==> config.mk <==
export PLATFORM = sky130hd
export DESIGN_NAME = rc_add_sub_unit
export DESIGN_NICKNAME = d
export VERILOG_FILES = /design/src/rtl/rc_add_sub_unit_pkg.sv /design/src/rtl/rc_add_sub_unit_full_adder.sv /design/src/rtl/rc_add_sub_unit.sv
export SDC_FILE = /design/constraint.sdc
export NUM_CORES = 1
export LEC_CHECK = 0
export BUFFER_PORTS_ARGS = -buffer_cell sky130_fd_sc_hd__buf_2
export CORE_UTILIZATION = 35
export DETAILED_ROUTE_END_ITERATION = 8
export PLACE_DENSITY_LB_ADDON = 0.05
export REMOVE_ABC_BUFFERS = 1
export SYNTH_ARGS = -nofsm -noshare
export SYNTH_HDL_FRONTEND = slang
export SYNTH_SLANG_ARGS = --single-unit
==> constraint.sdc <==
create_clock -name CLK -period 1.1 [get_ports CLK]
set_input_delay 0.055 -clock CLK [delete_from_list [all_inputs] [get_ports CLK]]
set_output_delay 0.055 -clock CLK [all_outputs]
set_load 0.05 [all_outputs]
==> src/rtl/rc_add_sub_unit_pkg.sv <==
// Shared constants for the ripple-carry add/sub datapath.
package rc_add_sub_unit_pkg;
  localparam int unsigned DATA_WIDTH = 32;
  localparam logic OP_ADD = 1'b0;
  localparam logic OP_SUB = 1'b1;
endpackage

==> src/rtl/rc_add_sub_unit_full_adder.sv <==
// One-bit full adder cell; purely combinational, no state.
// Ripple-carry chains cascade these cells, so there is no flow control.
module full_adder (
  input  logic a,
  input  logic b,
  input  logic ci,
  output logic s,
  output logic co
);

  logic p;

  assign p  = a ^ b;
  assign s  = p ^ ci;
  assign co = (a & b) | (ci & p);

endmodule

==> src/rtl/rc_add_sub_unit.sv <==
// 32-bit ripple-carry adder/subtractor. Latency is one cycle, set by the registered Y/CO.
// There is no handshake: the block accepts a new operation every cycle.
module rc_add_sub_unit
  import rc_add_sub_unit_pkg::*;
(
  input  logic                  CLK,
  input  logic                  RST_N,
  input  logic [DATA_WIDTH-1:0] A,
  input  logic [DATA_WIDTH-1:0] B,
  input  logic                  SnA,
  output logic [DATA_WIDTH-1:0] Y,
  output logic                  CO
);

  logic [DATA_WIDTH-1:0] bx;
  logic [DATA_WIDTH-1:0] s;
  logic [DATA_WIDTH:0]   c;
  logic [DATA_WIDTH-1:0] y_d, y_q;
  logic                  co_d, co_q;

  // Subtract is A + ~B + 1: SnA both inverts B and feeds the carry-in.
  assign bx   = B ^ {DATA_WIDTH{SnA == OP_SUB}};
  assign c[0] = (SnA == OP_SUB);

  for (genvar i = 0; i < DATA_WIDTH; i++) begin : g_chain
    full_adder u_fa (
      .a  (A[i]),
      .b  (bx[i]),
      .ci (c[i]),
      .s  (s[i]),
      .co (c[i+1])
    );
  end

  assign y_d  = s;
  assign co_d = c[DATA_WIDTH];

  always_ff @(posedge CLK or negedge RST_N) begin
    if (!RST_N) begin
      y_q  <= '0;
      co_q <= 1'b0;
    end else begin
      y_q  <= y_d;
      co_q <= co_d;
    end
  end

  assign Y  = y_q;
  assign CO = co_q;

endmodule

==> results.md <==
Place:
- After legalization and detailed placement, the total HPWL measured a little under 3 mm.
- The placed instance count is 334.
- The port buffer count is 99.
- The congestion estimate from routability-driven global placement came to 0.7451.
- Prior to clock tree synthesis, the placed netlist has a worst setup slack of -11.84 ns.
- In this run the cell area measured after placement is between 2000 and 3000 µm².

Route:
- The count of nets left with antenna violations once routing finished came out at 0.
- Dividing the detail-routed wire length by the instance count gives ~11 µm.
- The first TritonRoute pass finished after 4 iterations.
- In the routed layout, each cell is associated on average with a via count of 3.778.
- For this block, the via count after detailed routing is about 1,300.
- The number of design rule violations left after detail routing is 0.
- The first routing iteration left 23 violations.
- The detailed-route wire length is roughly 3.6 mm.

Critical path:
- In this run the worst path has a maximum fanout of 2.
- The class of the most critical setup path is input pin to register.
- For the worst setup path, the data arrival time is 11.36 ns.
- The largest incremental delay on the critical path is 0.43 ns.
- Tracing the worst setup path back leads to its startpoint at B[0].
- Together, buffers and inverters on the worst path number 4.
- For this design, the slowest cell found on the critical path is fa_2.
- The worst setup path is launched from an input pin.
- The element type at the critical path end is a register.
- Counting stages on the worst path, the most repeated cell is fa_2.
- The required time of the critical path is approximately 1.3 ns.
- The cell family contributing the most delay on the critical path is adder cells.

Timing:
- Counting I/O delays and the setup requirement, the final critical path takes 11.21 ns.
- Setup repair after global routing could not meet its margin everywhere.
- The final setup slack of the worst path is -10.11 ns.
- The worst path uses 1019% of the clock period.
- Headroom to the max-slew limit came out at roughly 73%.
- For this run, the top clock speed supported by timing is 0.08922 GHz.
- After routing, the total negative slack on setup checks comes to -162.89 ns.
- Setup violations remaining at the end of the flow were counted as 30.
- At the pin with the least slew margin, the transition time is 0.4055 ns.
- The max-slew violation count came to 0.
- The final-report hold violation count is 0.

Power:
- The switching part of the total power is a little under half.
- Of the total power, the clock network draws around a fifth.
- The switching power summed over all nets is 2.403 mW.
- The analysis attributes to cell leakage a power of 1.475 nW.
- The maximum vdd drop is 0.0007059 V.
- Per report_power, the sequential group accounts for 31.3% of the total.
- The design internal power is about 2.8 mW.
- Dividing total power by cell area gives a power density of 1858 nW/µm².
- The part of the power in combinational logic is 49.5%.

Floorplanning:
- The initialized floorplan defines 27 standard-cell rows.
- The floorplan step defined a die boundary enclosing between 6000 and 7000 µm².
- 100 I/O pins were placed.
- The core region is 5574 µm².
- The height of the die is 78.38 µm.
- Once the floorplan was initialized, standard cells occupied 36.63% of the core.
- In this run the horizontal extent of the chip is 78.38 µm.

Global route:
- For this run, the total global-route usage over all layers was measured as 13.09%.
- The final global-route overflow total is 0.
- The number of global-route vias before repair is 1,347.
- The largest net degree at the start of global routing is 34.
- The global-route wire length before repair is 5.892 mm.
- The initial antenna violation count is 0.

Clock tree:
- In this run the deepest clock path goes through 2 buffers.
- The number of sinks on the clock net is 33.
- In this run, CTS created clock tree buffers numbering 5.
- TritonCTS built the clock tree.
- The tree is rooted in a clkbuf_8.
- The H-tree was split into 2 levels.
- The post-CTS setup-driven buffer insertion count is 0.
- The register clock-pin slew on the reported worst setup and hold paths is 0.07 ns.

Synthesis:
- In this run the cell area of the synthesized design comes to between 2000 and 2500 µm².
- The mean post-synth cell area is 12.60 µm².
- Synthesis inferred 33 register bits.
- The gate count after technology mapping is 162.
- The number of warnings issued by yosys is 0.
- Synthesis instantiated 10 different standard cells from the library.
- The sequential fraction of the synthesis area is 40.44%.

Final layout:
- In the final layout, the share of cells above drive strength 1 is 55.72%.
- The final layout contains 368 nets.
- The number of standard cells in the final layout excluding fillers is 343.
- The total inserted antenna cells is 0.
- After filler insertion, the fill cell instance count of the layout stands at 531.
- The cell area after layout is roughly 2800 µm².
- The area growth from synthesis to layout is 37.75%.

Run status:
- The checks that failed: negative setup slack.
- The run finished, with violations left.

Min path:
- The worst hold path begins at B[0].
- The path class of the tightest hold or removal check is input pin to register.

Job:
- Max-cap violations in this run came to 0.
[final timing paths]
check | depth (start not counted) | endpoint
worst max-delay path | 36 | Y[31]
worst min-delay path | 3 | Y[0]
max in group asynchronous | 3 | Y[27]
min in group asynchronous | 3 | Y[10]
[per-stage QoR]
step	util (%)	hold WS, ns	power [mW]
2_1_floorplan	-	-0.2406	3.514
3_3_place_gp	46.71	0.1054	4.172
3_5_place_dp	46.71	0.1018	4.197
4_1_cts	50.46	0.02002	5.301
5_1_grt	50.46	0.02550	5.589
6_report	50.46	0.02911	5.226
[layer usage]
| metal | track usage [%] | share of wire, % | vias to the layer above |
|---|---|---|---|
| met5 | 0 | 0 | - |
| met4 | 6.111 | 1.4 | 0 |
| met3 | 5.930 | 11 | 4 |
| met2 | 22.37 | 52 | 62 |
| met1 | 13.70 | 36 | 591 |
| li1 | - | - | 639 |
[layout make-up]
| class | count | area, µm² | area share, % |
|---|---|---|---|
| multi-input cells | 64 | 1015 | 36.08 |
| flip-flops and latches | 33 | 825.8 | 29.36 |
| repair buffers | 105 | 551.8 | 19.62 |
| inverters | 61 | 229.0 | 8.141 |
| clock buffers | 7 | 96.34 | 3.425 |
| well taps | 72 | 90.09 | 3.203 |
| clock inverters | 1 | 5.005 | 0.1779 |
[Yosys cell counts]
master / n / area, µm²
buf_12: 1 / 20.02
inv_1: 61 / 229.0
dfrtp_1: 33 / 825.8
buf_8: 2 / 30.03
mux2i_1: 1 / 10.01
xor2_1: 3 / 26.28
fa_1: 31 / 620.6
xnor2_1: 27 / 236.5
buf_6: 1 / 11.26
xnor2_2: 2 / 32.53
[kinds of logic (layout without fill, tap and decap cells)]
| group | Yosys count | after routing | share of synthesized area [%] |
|---|---|---|---|
| buffers and inverters | 65 | 174 | 14.22 |
| flip-flops | 33 | 33 | 40.44 |
| XOR/XNOR | 32 | 32 | 14.46 |
| adder cells (fa/ha/maj) | 31 | 31 | 30.39 |
| multiplexers | 1 | 1 | 0.4902 |
[worst min-delay path, stage by stage]
cell and delay, ns:
buf_6 0.08, buf_4 0.09, xor2_1 0.05
[what timing repair did]
item	4_1_cts	5_1_grt
pin swaps	3	2
hold buffers	1	0
hold endpoints to repair	33	0
gates resized for setup	39	0
endpoints found under the setup margin	30	30
[state kept, by name, summed over array words and instances (netlist names)]
name and count:
Y 32, CO 1
[placed cells by master, fill, tap and decap left out]
cell type      count
buf_6              1
dlygate4sd3_1      1
clkbuf_8           7
buf_2             97
xnor2_2            3
xnor2_1           26
inv_2              4
clkinv_2           1
mux2i_2            1
fa_2              31
xor2_1             3
inv_1             57
dfrtp_1           33
buf_4              6
[power by group through the flow]
stage | sequential [mW] | combinational [mW] | clock [mW]
final | 1.64 | 2.59 | 1.00
after detailed placement | 1.66 | 2.53 | 0
after CTS | 1.64 | 2.61 | 1.05
after floorplan | 2.96 | 0.553 | 0
after global routing | 1.67 | 2.81 | 1.11
after global placement | 1.65 | 2.52 | 0
Note: power is estimated with default switching activity, not from simulation.
